--- config.mk ---
export PLATFORM = sky130hd
export DESIGN_NAME = io_bus_arbiter_flat
export DESIGN_NICKNAME = d
export VERILOG_FILES = /design/src/rtl/io_bus_arbiter_if.sv /design/src/rtl/io_bus_arbiter.sv /design/src/flat_wrapper.sv
export SDC_FILE = /design/constraint.sdc
export NUM_CORES = 1
export LEC_CHECK = 0
export BUFFER_PORTS_ARGS = -buffer_cell sky130_fd_sc_hd__buf_4
export CAP_MARGIN = 40
export CORE_UTILIZATION = 40
export CTS_CLUSTER_DIAMETER = 40
export DETAILED_ROUTE_END_ITERATION = 8
export PLACE_DENSITY = 0.77
export SKIP_LAST_GASP = 1
export SLEW_MARGIN = 25
export SYNTH_ARGS = -nofsm -noshare
export SYNTH_HDL_FRONTEND = slang
export SYNTH_SLANG_ARGS = --single-unit
--- constraint.sdc ---
create_clock -name clk -period 2.8 [get_ports clk]
set_input_delay 0 -clock clk [delete_from_list [all_inputs] [get_ports clk]]
set_output_delay 0 -clock clk [all_outputs]
set_load 0.005 [all_outputs]
--- src/rtl/io_bus_arbiter_if.sv ---
// Bus bundle between the two requesters, the arbiter and the IO register file.
// slave = arbiter view; master = requester/IO-register-file view.
interface io_bus_arbiter_if;
    logic        m0_req;
    logic        m0_we;
    logic [31:0] m0_addr;
    logic [31:0] m0_wdata;
    logic        m0_gnt;
    logic        m0_rvalid;
    logic [31:0] m0_rdata;
    logic        m0_err;

    logic        m1_req;
    logic        m1_we;
    logic [31:0] m1_addr;
    logic [31:0] m1_wdata;
    logic        m1_gnt;
    logic        m1_rvalid;
    logic [31:0] m1_rdata;
    logic        m1_err;

    logic        io_valid;
    logic        io_we;
    logic [31:0] io_addr;
    logic [31:0] io_wdata;
    logic [31:0] io_rdata;
    logic        io_ready;

    modport slave (
        input  m0_req, m0_we, m0_addr, m0_wdata,
        output m0_gnt, m0_rvalid, m0_rdata, m0_err,
        input  m1_req, m1_we, m1_addr, m1_wdata,
        output m1_gnt, m1_rvalid, m1_rdata, m1_err,
        output io_valid, io_we, io_addr, io_wdata,
        input  io_rdata, io_ready
    );

    modport master (
        output m0_req, m0_we, m0_addr, m0_wdata,
        input  m0_gnt, m0_rvalid, m0_rdata, m0_err,
        output m1_req, m1_we, m1_addr, m1_wdata,
        input  m1_gnt, m1_rvalid, m1_rdata, m1_err,
        input  io_valid, io_we, io_addr, io_wdata,
        output io_rdata, io_ready
    );
endinterface

--- src/rtl/io_bus_arbiter.sv ---
// Round-robin arbiter sharing the IO register port between m0 and m1, with
// read/write bank decode, wait-state handshake and timeout abort.
module io_bus_arbiter #(
    parameter logic [31:0] IO_START = 32'h0002_0000,
    parameter logic [31:0] WR_BASE  = 32'h0003_0000,
    parameter int          TIMEOUT  = 15
) (
    input  logic             clk,
    input  logic             rst,
    io_bus_arbiter_if.slave  bus
);
    localparam int CW = $clog2(TIMEOUT + 1);

    typedef enum logic [1:0] {IDLE, ACCESS, DERR, RESP} state_e;

    state_e          state_q, state_d;
    logic            owner_q, owner_d;
    logic            last_q,  last_d;
    logic [1:0]      gnt_q,   gnt_d;
    logic [CW-1:0]   cnt_q,   cnt_d;
    logic            we_q,    we_d;
    logic [31:0]     addr_q,  addr_d;
    logic [31:0]     wdata_q, wdata_d;
    logic [31:0]     rdata_q, rdata_d;
    logic            err_q,   err_d;

    logic [1:0]      req;
    logic            sel;
    logic            sel_we;
    logic [31:0]     sel_addr;
    logic [31:0]     sel_wdata;
    logic            dec_err;

    assign req = {bus.m1_req, bus.m0_req};
    // On a tie the requester not granted last wins; otherwise the sole requester.
    assign sel       = (req == 2'b11) ? ~last_q : req[1];
    assign sel_we    = sel ? bus.m1_we    : bus.m0_we;
    assign sel_addr  = sel ? bus.m1_addr  : bus.m0_addr;
    assign sel_wdata = sel ? bus.m1_wdata : bus.m0_wdata;
    assign dec_err   = (sel_addr < IO_START) ||
                       (!sel_we && (sel_addr >= WR_BASE)) ||
                       ( sel_we && (sel_addr <  WR_BASE));

    always_comb begin
        state_d = state_q;
        owner_d = owner_q;
        last_d  = last_q;
        gnt_d   = 2'b00;
        cnt_d   = cnt_q;
        we_d    = we_q;
        addr_d  = addr_q;
        wdata_d = wdata_q;
        rdata_d = rdata_q;
        err_d   = err_q;
        case (state_q)
            IDLE: begin
                if (|req) begin
                    owner_d    = sel;
                    last_d     = sel;
                    gnt_d[sel] = 1'b1;
                    we_d       = sel_we;
                    addr_d     = sel_addr;
                    wdata_d    = sel_wdata;
                    cnt_d      = '0;
                    state_d    = dec_err ? DERR : ACCESS;
                end
            end
            ACCESS: begin
                // io_ready on the final wait cycle still completes the access
                if (bus.io_ready) begin
                    rdata_d = we_q ? 32'h0 : bus.io_rdata;
                    err_d   = 1'b0;
                    state_d = RESP;
                end else if (cnt_q == CW'(TIMEOUT - 1)) begin
                    cnt_d   = cnt_q + 1'b1;
                    rdata_d = 32'h0;
                    err_d   = 1'b1;
                    state_d = RESP;
                end else begin
                    cnt_d   = cnt_q + 1'b1;
                end
            end
            DERR: begin
                rdata_d = 32'h0;
                err_d   = 1'b1;
                state_d = RESP;
            end
            RESP: begin
                cnt_d   = '0;
                state_d = IDLE;
            end
            default: state_d = IDLE;
        endcase
    end

    always_ff @(posedge clk or posedge rst) begin
        if (rst) begin
            state_q <= IDLE;
            owner_q <= 1'b0;
            last_q  <= 1'b1;
            gnt_q   <= 2'b00;
            cnt_q   <= '0;
            we_q    <= 1'b0;
            addr_q  <= 32'h0;
            wdata_q <= 32'h0;
            rdata_q <= 32'h0;
            err_q   <= 1'b0;
        end else begin
            state_q <= state_d;
            owner_q <= owner_d;
            last_q  <= last_d;
            gnt_q   <= gnt_d;
            cnt_q   <= cnt_d;
            we_q    <= we_d;
            addr_q  <= addr_d;
            wdata_q <= wdata_d;
            rdata_q <= rdata_d;
            err_q   <= err_d;
        end
    end

    logic rv0, rv1;
    assign rv0 = (state_q == RESP) && !owner_q;
    assign rv1 = (state_q == RESP) &&  owner_q;

    assign bus.m0_gnt    = gnt_q[0];
    assign bus.m1_gnt    = gnt_q[1];
    assign bus.m0_rvalid = rv0;
    assign bus.m1_rvalid = rv1;
    assign bus.m0_rdata  = rv0 ? rdata_q : 32'h0;
    assign bus.m1_rdata  = rv1 ? rdata_q : 32'h0;
    assign bus.m0_err    = rv0 & err_q;
    assign bus.m1_err    = rv1 & err_q;

    assign bus.io_valid  = (state_q == ACCESS);
    assign bus.io_we     = we_q;
    assign bus.io_addr   = addr_q;
    assign bus.io_wdata  = wdata_q;
endmodule

--- src/flat_wrapper.sv ---
// flat-port wrapper written by rule: the top's interface ports become plain ports
module io_bus_arbiter_flat 
#(
    parameter logic [31:0] IO_START = 32'h0002_0000,
    parameter logic [31:0] WR_BASE  = 32'h0003_0000,
    parameter int          TIMEOUT  = 15
)
  (clk, rst, bus_m0_req, bus_m0_we, bus_m0_addr, bus_m0_wdata, bus_m0_gnt, bus_m0_rvalid, bus_m0_rdata, bus_m0_err, bus_m1_req, bus_m1_we, bus_m1_addr, bus_m1_wdata, bus_m1_gnt, bus_m1_rvalid, bus_m1_rdata, bus_m1_err, bus_io_valid, bus_io_we, bus_io_addr, bus_io_wdata, bus_io_rdata, bus_io_ready);
  io_bus_arbiter_if bus_i ();
  input  logic clk;
  input  logic rst;
  input wire logic [$bits(bus_i.m0_req)-1:0] bus_m0_req;
  input wire logic [$bits(bus_i.m0_we)-1:0] bus_m0_we;
  input wire logic [$bits(bus_i.m0_addr)-1:0] bus_m0_addr;
  input wire logic [$bits(bus_i.m0_wdata)-1:0] bus_m0_wdata;
  output wire logic [$bits(bus_i.m0_gnt)-1:0] bus_m0_gnt;
  output wire logic [$bits(bus_i.m0_rvalid)-1:0] bus_m0_rvalid;
  output wire logic [$bits(bus_i.m0_rdata)-1:0] bus_m0_rdata;
  output wire logic [$bits(bus_i.m0_err)-1:0] bus_m0_err;
  input wire logic [$bits(bus_i.m1_req)-1:0] bus_m1_req;
  input wire logic [$bits(bus_i.m1_we)-1:0] bus_m1_we;
  input wire logic [$bits(bus_i.m1_addr)-1:0] bus_m1_addr;
  input wire logic [$bits(bus_i.m1_wdata)-1:0] bus_m1_wdata;
  output wire logic [$bits(bus_i.m1_gnt)-1:0] bus_m1_gnt;
  output wire logic [$bits(bus_i.m1_rvalid)-1:0] bus_m1_rvalid;
  output wire logic [$bits(bus_i.m1_rdata)-1:0] bus_m1_rdata;
  output wire logic [$bits(bus_i.m1_err)-1:0] bus_m1_err;
  output wire logic [$bits(bus_i.io_valid)-1:0] bus_io_valid;
  output wire logic [$bits(bus_i.io_we)-1:0] bus_io_we;
  output wire logic [$bits(bus_i.io_addr)-1:0] bus_io_addr;
  output wire logic [$bits(bus_i.io_wdata)-1:0] bus_io_wdata;
  input wire logic [$bits(bus_i.io_rdata)-1:0] bus_io_rdata;
  input wire logic [$bits(bus_i.io_ready)-1:0] bus_io_ready;
  assign bus_i.m0_req = bus_m0_req;
  assign bus_i.m0_we = bus_m0_we;
  assign bus_i.m0_addr = bus_m0_addr;
  assign bus_i.m0_wdata = bus_m0_wdata;
  assign bus_m0_gnt = bus_i.m0_gnt;
  assign bus_m0_rvalid = bus_i.m0_rvalid;
  assign bus_m0_rdata = bus_i.m0_rdata;
  assign bus_m0_err = bus_i.m0_err;
  assign bus_i.m1_req = bus_m1_req;
  assign bus_i.m1_we = bus_m1_we;
  assign bus_i.m1_addr = bus_m1_addr;
  assign bus_i.m1_wdata = bus_m1_wdata;
  assign bus_m1_gnt = bus_i.m1_gnt;
  assign bus_m1_rvalid = bus_i.m1_rvalid;
  assign bus_m1_rdata = bus_i.m1_rdata;
  assign bus_m1_err = bus_i.m1_err;
  assign bus_io_valid = bus_i.io_valid;
  assign bus_io_we = bus_i.io_we;
  assign bus_io_addr = bus_i.io_addr;
  assign bus_io_wdata = bus_i.io_wdata;
  assign bus_i.io_rdata = bus_io_rdata;
  assign bus_i.io_ready = bus_io_ready;
  io_bus_arbiter #(.IO_START(IO_START), .WR_BASE(WR_BASE), .TIMEOUT(TIMEOUT)) u_core (.clk(clk), .rst(rst), .bus(bus_i));
endmodule
======== Yosys cells after proc, flatten, opt, wreduce, memory -nomap -nowiden ========
Index checks and enable logic that the tools add are counted.
word-level totals
  register bits after elaboration ......... 108
  bits in latches ......................... 0
  bits in writable memories ............... 0
  bits in read-only memories .............. 0
  bits of input ports ..................... 167
  logic and storage cells ................. 69
  memories kept ........................... 0
operators by class
  $add $sub $neg .......................... 1
  multipliers ............................. 0
  div/mod/pow operators ................... 0
  order comparisons ....................... 5
  eq/ne operators ......................... 8
  shift-type cells ........................ 0
  multiplexer cells ....................... 25
  bitwise logic cells ..................... 3
  reductions and logical operators ........ 17
operators by type and width
  cell                  count
  $mux 32               7
  $lt 32x18->1 const B  2
  $pmux 32 s2           1
  $ge 32x18->1 const B  1
  $mux 2                6
  $pmux 4 s3            1
  $mux 4                2
  $pmux 2 s4            1
  $eq 2x2->1 const B    3
  $reduce_and 2->1      3
  $logic_and 1x1->1     5
  $mux 1                5
  $add 4x1->4 const B   1
  $eq 4x4->1 const B    1
  $ne 3x1->1 const B    1
  $reduce_and 3->1      1
  $reduce_bool 3->1     1
  $and 1x1->1           2
  $eq 2x1->1 const B    1
  $logic_not 1->1       2
  $logic_not 2->1       1
  $logic_or 1x1->1      2
  $lt 1x2->1 const B    1
  $ne 2x1->1 const B    1
  other kinds (7)       7

======== Depth between registers and ports, before layout ========
Gate-level depths: netlist of run 1.
  depth in word-level cells ............... 10
  gate-level depth with buffers ........... 8
  mapped depth without buffers ............ 7

======== Worst setup path after synthesis of run 1 ========
OpenSTA, ideal clock, no wires.
  path type ............................... register -> register
  start ................................... register u_core.state_q[0]
  end ..................................... register u_core.wdata_q[1] (netlist: u_core.bus.io_wdata[1])
  setup time .............................. 83 ps
  arrival ................................. 1,574 ps
  data required time ...................... 2,717 ps
  setup slack ............................. 1,143 ps
  cell stages (with the launch flop) ...... 9
  clock period less this slack ............ 1,657 ps
  cell sequence ........................... dfrtp_1 inv_1 ha_1 buf_6 o21ai_1 buf_2 clkbuf_1 nand2_1 o21ai_0
between the ends
  cells in the longest elaborated chain, start to end .. 2
RTL lines
  element                            RTL line               source
  start: declaration                 io_bus_arbiter.sv:16   state_e state_q, state_d;
  start signal: assignment           io_bus_arbiter.sv:109  state_q <= state_d;
  $logic_not 2->1                    io_bus_arbiter.sv:55   case (state_q)
  $reduce_and 2->1 (no source line)  --
  end signal: assignment             io_bus_arbiter.sv:116  wdata_q <= wdata_d;
  end: declaration                   io_bus_arbiter.sv:23   logic [31:0] wdata_q, wdata_d;
Every way passes these cells.
A chain may end at the register's enable or synchronous reset.

======== Worst setup path after layout of run 1 ========
  start ................................... register u_core.last_q
  end ..................................... register u_core.addr_q[15] (netlist: u_core.bus.io_addr[15])
between the ends
  cells in the longest elaborated chain, start to end .. 3
RTL lines
  element                   RTL line               source
  start: declaration        io_bus_arbiter.sv:18   logic last_q, last_d;
  start signal: assignment  io_bus_arbiter.sv:111  last_q <= last_d;
  $not 1->1                 io_bus_arbiter.sv:36   assign sel = (req == 2'b11) ? ~last_q : req[1];
  $mux 1                    io_bus_arbiter.sv:36
  $mux 32                   io_bus_arbiter.sv:38   assign sel_addr = sel ? bus.m1_addr : bus.m0_addr;
  end signal: assignment    io_bus_arbiter.sv:115  addr_q <= addr_d;
  end: declaration          io_bus_arbiter.sv:22   logic [31:0] addr_q, addr_d;
Every way passes these cells.

==> impl_metrics.tcl, run 1 <==
set metrics [dict create \
    outcome "finished, final reports clean" \
    multi_input_area_um2 2430 \
    placementRows 41 \
    critical_path.max_stage_delay_ns 0.60 \
    stdcell_area_um2 9670 \
    cts.sinks 108 \
    crit_required_ns 3.01 \
    clockRootBuffer "clkbuf_16" \
    core_um2 12800 \
    hold_start "bus_m1_addr[24]" \
    pwr-share-seq 0.362 \
    port_buffers 302 \
    placed_cells_incl_taps 963 \
    worst_pin_slew_ns 0.648 \
    worstPathArrival_ns 2.68 \
    cp_cell_sequence "a21boi_4 -> buf_12 -> mux2i_1 -> dlygate4sd3_1 -> o21ai_0" \
    relSlewSlack 0.566 \
    fin_tns_setup_ns 0 \
    critical_path_class "reg -> reg" \
    clkPwrFrac 0.178 \
    grt_overflow_total 0 \
    synthTopCellsByArea "dfrtp_1, mux2i_1, o21ai_0" \
    post_dp_cell_area_um2 7730 \
    final_common_cell "buf_4" \
    dieHeight_um 117 \
    io_pins 303 \
    leakage_nw 4.99 \
    hold_violations 0 \
    wl_met3_mm 1.54 \
    m1WireLength_mm 8.09 \
    timing.final.crit_share 0.881 \
    area_growth_pct 81.5 \
    holdCritPathClass "in -> reg" \
    async_reset_ff_frac 1.00 \
    syn_nets 693 \
    drt_pass1_iterations 5 \
    final_antenna_net_count 0 \
    switchingPower_mw 2.87 \
    routedWlPerCell_um 19.2 \
    critPathMaxFanout 60 \
    skew_ns 0.00979 \
    slew_violations 0 \
    crit_path_top_delay_cell "dlygate4sd3_1" \
    cts_tree "yes" \
    final-seq-area_um2 2700 \
    num_vias 6007 \
    synth.cell_area_um2 5330 \
    wl_met2_mm 11.0 \
    drt_wl_total_mm 21.8 \
    powerDensity_nw_per_um2 801 \
    fin_nets 1134 \
    die_x_um 117 \
    num-fill-cells 791 \
    post_cts_buffers 0 \
    start_kind "register" \
    intPower_mw 4.87 \
    swShare 0.371 \
    reg2reg_from "u_core.last_q" \
    initial_core_util 0.415 \
    gp_congestion 0.891 \
    drv_cap 0 \
    clk_pin_slew_ns 0.07 \
    cts_made_buffers 9 \
    yosys.area.top_type_share 0.503 \
    setup_viol 0 \
    drc 0 \
    syn-instance-count 520 \
    grt_antenna_before_repair 1 \
    vias_per_cell 5.27 \
    synth_edf_count 0 \
    ys_seq_elements 108 \
    ys_seq_area_frac 0.508 \
    die_area_um2 13800 \
    ys.flop_type "dfrtp_1" \
    final_cell_mix "buf_4, dlygate4sd3_1, dfrtp_1, nand2_1, o21ai_0" \
    endpoint_kind "register" \
    grtUsageTotal 0.319 \
    yosysUniqueCellTypes 42 \
    pre_cts_slack_ns 0.830 \
    ir_worst_vdd_v 0.000463 \
    grt_pass1_vias 6419 \
    critPathLaunch "u_core.last_q" \
    htree_levels 3 \
    setup_ws_ns 0.332 \
    ys_warn_count 0 \
    period_minus_slack_ns 2.47 \
    power_frac_comb 0.460 \
    drt_iter0_markers 522 \
    syn_area_per_cell_um2 10.2 \
    hpwl_mm 12.8 \
    stdcell_count 1139 \
    yosysTopAreaCell "dfrtp_1" \
    grt_pass1_wl_mm 34.2 \
    highest_layer "met4" \
    grt_max_degree 109 \
    clk_latency_ns 0.35 \
    drive_above_1_share 0.353 \
    cts_buffer_depth 2 \
    max_freq_ghz 0.405 \
    grt_setup_unrepaired "no" \
]
==> power by group through the flow <==
stage	clock (mW)	combinational [mW]	sequential [mW]
2_1_floorplan	0	1.54	2.68
3_3_place_gp	0	2.97	2.72
3_5_place_dp	0	3.09	2.75
4_1_cts	1.39	3.37	2.74
5_1_grt	1.46	3.86	2.87
6_report	1.38	3.56	2.80
==> path summary, 6_finish.rpt <==
kind / end / slack [ns] / cells after the start
max: u_core.bus.io_addr[15] / 0.33 / 5
min: u_core.bus.io_addr[24] / 0.01 / 3
max reg2reg: u_core.bus.io_addr[15] / 0.33 / 5
min reg2reg: u_core.bus.io_wdata[20] / 0.49 / 2
max in group asynchronous: u_core.rdata_q[17] / 1.93 / 4
min in group asynchronous: u_core.bus.io_wdata[2] / 0.25 / 4
==> through the flow <==
stage	power (mW)	util	hold slack (ns)
floorplan	4.23	-	0.0963
CTS	7.50	0.751	0.00390
global route	8.20	0.754	0.0242
detailed placement	5.84	0.603	0.220
global placement	5.69	0.603	0.220
finish	7.75	0.754	0.0125
==> kinds of logic (layout without fill, tap and decap cells) <==
| logic type | after synthesis | in the layout | share of synthesized area |
|---|---|---|---|
| fa+ha+maj | 6 | 6 | 0.0141 |
| mux | 65 | 65 | 0.122 |
| other cells | 0 | 1 | 0 |
| buf+inv | 47 | 493 | 0.0416 |
| simple gates | 175 | 175 | 0.171 |
| compound gates | 119 | 119 | 0.144 |
| flops | 108 | 108 | 0.508 |
==> routing by layer <==
layer / global-route usage / up-vias
li1: - / 2704
met2: 0.558 / 330
met4: 0.194 / 0
met5: 0 / -
met3: 0.0759 / 79
met1: 0.349 / 2894
==> sequential cells by signal, indices dropped and copies added, names as in the netlist <==
register and flops:
u_core.bus.io_addr 32, u_core.bus.io_wdata 32, u_core.bus.io_we 1, u_core.cnt_q 4
u_core.err_q 1, u_core.gnt_q 2, u_core.last_q 1, u_core.owner_q 1
u_core.rdata_q 32, u_core.state_q 2
==> area by class of cell <==
cell class | instances | area share
repair buffers | 469 | 0.410
flip-flops and latches | 108 | 0.280
multi-input cells | 365 | 0.251
clock buffers | 12 | 0.0255
well taps | 172 | 0.0223
clock inverters | 4 | 0.00751
inverters | 8 | 0.00349
diodes | 1 | 0.000259
==> worst max-delay path, delay by kind of cell, from the launching register on <==
family / cells / cell delay [ns]
buffers and inverters: 2 / 1.01
flip-flops: 1 / 0.38
multiplexers: 1 / 0.15
AO/OA/AOI/OAI: 2 / 0.72
==> cell usage after synthesis (2+ instances only) <==
master      n
nor4_2      2
o21ai_1     2
a22o_1     33
dfrtp_1   107
and2_1     35
o31ai_1     3
nand3_1     3
mux2i_1    65
nor2_1      7
o21ai_0    67
buf_2      18
and3_1     33
nor4_1      4
nand2_1    80
a21oi_1     3
buf_6       2
a21o_1      2
inv_1       8
buf_4       2
ha_1        6
clkbuf_1   17
==> timing repair <==
item	4_1_cts	5_1_grt
resized for setup	0	0
hold buffers	157	0
hold endpoints to repair	203	0
Power figures use the tool's default switching activity.
==> run 2: changes to the inputs <==
--- a/config.mk
+++ b/config.mk
@@ -5,6 +5,7 @@
 export SDC_FILE = /design/constraint.sdc
 export NUM_CORES = 1
 export LEC_CHECK = 0
+export ABC_AREA = 1
 export BUFFER_PORTS_ARGS = -buffer_cell sky130_fd_sc_hd__buf_4
 export CAP_MARGIN = 40
 export CORE_UTILIZATION = 40
==> impl_metrics.tcl, run 2 <==
set metrics [dict create \
    outcome "finished, final reports clean" \
    ir_worst_vdd_v 0.000558 \
    clockRootBuffer "clkbuf_16" \
    powerDensity_nw_per_um2 888 \
    cts_resized 0 \
    critPathMaxFanout 46 \
    final_antenna_net_count 0 \
    ctsHoldBuffers 157 \
    initial_core_util 0.415 \
    yosys.area.top_type_share 0.506 \
    placementRows 41 \
    setup_viol 0 \
    die_area_um2 13700 \
    drt_pass1_iterations 5 \
    syn_area_per_cell_um2 7.69 \
    n_antenna_cell 0 \
    drt_iter0_markers 626 \
    fin_nets 1302 \
    syn_nets 862 \
    routedWlPerCell_um 17.1 \
    ys_warn_count 0 \
    die_x_um 117 \
    dieHeight_um 117 \
    holdCritPathClass "in -> reg" \
    clk_pin_slew_ns 0.08 \
    cts_made_buffers 9 \
    worstHoldPathCells 5 \
    core_um2 12800 \
    post_cts_buffers 0 \
    critical_path_class "reg -> reg" \
    synth_edf_count 0 \
    crit_required_ns 3.04 \
    drt_wl_total_mm 22.4 \
    cts_buffer_depth 2 \
    cp_cell_sequence "nand2_4 -> nand2_4 -> inv_1 -> buf_4 -> nor2_1 -> o21ai_0 -> dlygate4sd3_1" \
    final_cell_mix "buf_4, dlygate4sd3_1, nor2_1, nand2_1, dfrtp_1" \
    grt_pass1_vias 6687 \
    drv_cap 0 \
    cp_common_cell "nand2_4" \
    synth.cell_area_um2 5300 \
    port_buffers 302 \
    worstPathArrival_ns 2.91 \
    async_reset_ff_frac 1.00 \
    yosysUniqueCellTypes 22 \
    final_common_cell "buf_4" \
    cts_tree "yes" \
    gp_congestion 0.910 \
    worst_pin_slew_ns 0.553 \
    yosysMostFrequentCell "nor2_1" \
    multi_input_area_um2 2190 \
    ys.flop_type "dfrtp_1" \
    grt_max_degree 50 \
    max_freq_ghz 0.375 \
    crit_path_top_delay_cell "dlygate4sd3_1" \
    drive_above_1_share 0.295 \
    htree_levels 3 \
    final-seq-area_um2 2700 \
    period_minus_slack_ns 2.67 \
    syn-instance-count 689 \
    num-fill-cells 832 \
    vias_per_cell 5.15 \
    io_pins 303 \
    hold_violations 0 \
    grt_pass1_wl_mm 33.8 \
    fin_tns_setup_ns 0 \
    timing.final.crit_share 0.953 \
    cts.sinks 108 \
    grt_setup_unrepaired "no" \
    drc 0 \
    ff2ff_path_depth 7 \
    slew_violations 0 \
    leakage_nw 4.77 \
    num_vias 6729 \
    hpwl_mm 13.0 \
    ys_seq_area_frac 0.511 \
    holdWs_ns 0.0430 \
    grt_overflow_total 0 \
    synthTopCellsByCount "nor2_1, nand2_1, dfrtp_1" \
    critical_path.max_stage_delay_ns 0.57 \
    grt_antenna_before_repair 0 \
    ys_seq_elements 108 \
    yosysTopAreaCell "dfrtp_1" \
    clk_latency_ns 0.35 \
    area_growth_pct 81.1 \
    synthTopCellsByArea "dfrtp_1, nor2_1, o21ai_0" \
    endpoint_kind "register" \
    skew_ns 0.00973 \
    start_kind "register" \
    relSlewSlack 0.629 \
    grtUsageTotal 0.326 \
]
run 2: through the flow:
stage | cells | utilization | power, mW | instance area, um^2 | setup slack [ns]
floorplan | 689 | - | 4.34 | 5300 | 1.23
global placement | 1132 | 0.603 | 5.93 | 7700 | 0.751
detailed placement | 1133 | 0.605 | 6.01 | 7720 | 0.683
CTS | 1306 | 0.751 | 8.29 | 9590 | 0.305
global route | 1306 | 0.751 | 9.05 | 9590 | 0.0134
finish | 1306 | 0.751 | 8.52 | 9590 | 0.131
run 2: path summary, 6_finish.rpt:
check / slack, ns / end / from
setup / recovery: 0.13 / u_core.bus.io_addr[2] / u_core.last_q
hold / removal: 0.04 / u_core.bus.io_addr[19] / bus_m0_addr[19]
setup reg to reg: 0.13 / u_core.bus.io_addr[2] / u_core.last_q
hold reg to reg: 0.50 / u_core.last_q / u_core.last_q
max in group asynchronous: 2.05 / u_core.rdata_q[3] / rst
min in group asynchronous: 0.18 / u_core.rdata_q[30] / rst
run 2: logic make-up (layout without fill, tap and decap cells):
group	after synthesis	count (layout)	share of synthesized area
AO/OA/AOI/OAI	152	152	0.147
XOR/XNOR	2	2	0.00331
adder cells (fa/ha/maj)	6	6	0.0142
buffers and inverters	98	543	0.0770
flip-flops	108	108	0.511
AND/OR/NAND/NOR	323	323	0.248
run 2: layout make-up:
type / count / area share
tap: 172 / 0.0224
clock inverter: 2 / 0.00365
timing repair buffer: 472 / 0.414
inverter: 55 / 0.0219
sequential: 108 / 0.282
multi-input combinational: 483 / 0.228
clock buffer: 14 / 0.0275
run 2: where the power goes:
| part | total [mW] | internal, mW | switching (mW) | leakage, nW |
|---|---|---|---|---|
| clock network | 1.31 | 0.744 | 0.570 | 0.147 |
| registers | 2.70 | 2.28 | 0.418 | 1.35 |
| logic | 4.51 | 2.30 | 2.20 | 3.28 |
| total | 8.52 | 5.33 | 3.19 | 4.77 |
run 2: metal layers:
metal  share of wire  global-route usage
met5               0                   0
met4           0.050               0.199
met3           0.082              0.0633
met1            0.38               0.377
met2            0.48               0.561
run 2: critical path, delay by kind of cell (launching register included):
family / cells / cell delay (ns)
buf+inv: 3 / 1.12
compound gates: 1 / 0.13
simple gates: 3 / 0.69
flops: 1 / 0.56
==> run 3: changes to the inputs <==
--- a/config.mk
+++ b/config.mk
@@ -7,11 +7,12 @@
 export LEC_CHECK = 0
 export ABC_AREA = 1
 export BUFFER_PORTS_ARGS = -buffer_cell sky130_fd_sc_hd__buf_4
-export CAP_MARGIN = 40
+export CAP_MARGIN = 20
 export CORE_UTILIZATION = 40
 export CTS_CLUSTER_DIAMETER = 40
 export DETAILED_ROUTE_END_ITERATION = 8
-export PLACE_DENSITY = 0.77
+export HOLD_SLACK_MARGIN = 0.03
+export PLACE_DENSITY = 0.76
 export SKIP_LAST_GASP = 1
 export SLEW_MARGIN = 25
 export SYNTH_ARGS = -nofsm -noshare
==> impl_metrics.tcl, run 3 (synthesis results as in run 2) <==
set metrics [dict create \
    vias_per_cell 5.12 \
    final_util 0.748 \
    critical_path_class "reg -> reg" \
    cp_cell_sequence "inv_1 -> ha_1 -> inv_1 -> nor2_4 -> inv_2 -> buf_12 -> nand2_1 -> o21ai_1 -> dlygate4sd3_1" \
    hold_start "bus_m0_addr[18]" \
    clk_pin_slew_ns 0.07 \
    final-seq-area_um2 2700 \
    endpoint_kind "register" \
    slew_violations 0 \
    final_cell_mix "buf_4, dlygate4sd3_1, nor2_1, nand2_1, dfrtp_1" \
    holdPathEnd "u_core.bus.io_addr[18]" \
    hpwl_mm 13.0 \
    dieHeight_um 117 \
    fin_nets 1300 \
    initial_core_util 0.415 \
    grt_setup_unrepaired "no" \
    relSlewSlack 0.489 \
    grt_pass1_wl_mm 33.2 \
    gp_congestion 0.880 \
    fin_tns_setup_ns 0 \
    num_vias 6672 \
    num-fill-cells 861 \
    ir_worst_vdd_v 0.000551 \
    post_cts_buffers 0 \
    drt_pass1_iterations 5 \
    outcome "finished, final reports clean" \
    critPathMaxFanout 35 \
    grtUsageTotal 0.320 \
    routedWlPerCell_um 16.6 \
    htree_levels 3 \
    cts.sinks 108 \
    clkPwrFrac 0.149 \
    clockRootBuffer "clkbuf_16" \
    grt_max_degree 50 \
    drv_cap 0 \
    cts_made_buffers 9 \
    max_freq_ghz 0.389 \
    die_x_um 117 \
    switchingPower_mw 3.14 \
    swShare 0.374 \
    io_pins 303 \
    intPower_mw 5.26 \
    clk_latency_ns 0.34 \
    multi_input_area_um2 2190 \
    pwr-share-seq 0.319 \
    holdCritPathClass "in -> reg" \
    period_minus_slack_ns 2.57 \
    r2r-end "u_core.bus.io_wdata[16]" \
    setup_viol 0 \
    grt_pass1_vias 6581 \
    skew_ns 0.0121 \
    start_kind "register" \
    area_growth_pct 80.3 \
    drive_above_1_share 0.296 \
    n_antenna_cell 0 \
    port_buffers 302 \
    placementRows 41 \
    grt_antenna_before_repair 0 \
    reg2reg_from "u_core.state_q[0]" \
    drt_wl_total_mm 21.6 \
    hold_violations 0 \
    crit_path_top_delay_cell "dlygate4sd3_1" \
    die_area_um2 13700 \
    final_antenna_net_count 0 \
    grt_overflow_total 0 \
    r2r_setup_slack_ns 0.23 \
    cts_tree "yes" \
    final_common_cell "buf_4" \
    worstPathArrival_ns 2.79 \
    crit_required_ns 3.02 \
    core_um2 12800 \
    worstHoldPathCells 5 \
    drt_iter0_markers 441 \
    drc 0 \
    timing.final.crit_share 0.919 \
    critical_path.max_stage_delay_ns 0.59 \
    worstSetupPathDepth 9 \
    power_frac_comb 0.532 \
    cts_buffer_depth 2 \
    ff2ff_path_depth 9 \
    leakage_nw 4.76 \
    cp_common_cell "inv_1" \
    worst_pin_slew_ns 0.765 \
    critPathBufInv 5 \
    powerDensity_nw_per_um2 879 \
    cp_top_family "buffers and inverters" \
]
[run 3: how the worst max path moves through the flow]
stage                            startpoint  slack [ns]                       to
final                     u_core.state_q[0]        0.23  u_core.bus.io_wdata[16]
after global routing      u_core.state_q[0]        0.06  u_core.bus.io_wdata[16]
after CTS                 u_core.state_q[0]        0.29   u_core.bus.io_wdata[2]
after detailed placement  u_core.state_q[0]        0.82   u_core.bus.io_wdata[2]
after global placement    u_core.state_q[0]        0.87   u_core.bus.io_wdata[2]
after floorplan           u_core.state_q[1]        1.23        u_core.rdata_q[0]
[run 3: power by group through the flow]
stage               registers (mW)  clock network, mW  logic [mW]
CTS                           2.65               1.27        4.30
global placement              2.66                  0        3.29
global route                  2.74               1.34        4.90
floorplan                     2.65                  0        1.69
detailed placement            2.67                  0        3.35
finish                        2.68               1.25        4.47
[run 3: metal layers]
metal  up-vias  track usage  routed length [um]
met5         -            0                   0
met3        71       0.0654                1790
li1       3095            -                   -
met1      3131        0.372                8310
met2       375        0.555               10500
met4         0        0.176                1020
[run 3: what timing repair did]
item	CTS	global route
setup endpoints to repair	0	3
endpoints found under the hold margin	120	0
hold buffers	156	0
resized for setup	0	1
[run 3: cell type report]
cell class / count / area share
timing repair buffer: 470 / 0.413
sequential: 108 / 0.283
multi-input combinational: 483 / 0.229
clock buffer: 10 / 0.0240
tap: 172 / 0.0225
inverter: 55 / 0.0220
clock inverter: 5 / 0.00563
[run 3: through the flow]
step           power [mW]  hold slack, ns  area, um^2  worst slack, ns  std cells
2_1_floorplan        4.34           0.150        5300             1.23        689
3_3_place_gp         5.95           0.126        7700            0.873       1132
3_5_place_dp         6.02           0.135        7700            0.819       1132
4_1_cts              8.22          0.0439        9550            0.287       1303
5_1_grt              8.98          0.0756        9550           0.0649       1303
6_report             8.40          0.0574        9550            0.226       1303
[run 3: tightest hold or removal path: stages]
cell and delay (ns):
buf_4 0.11, inv_1 0.04, nand2_1 0.05, nand2_1 0.07, o21ai_0 0.07
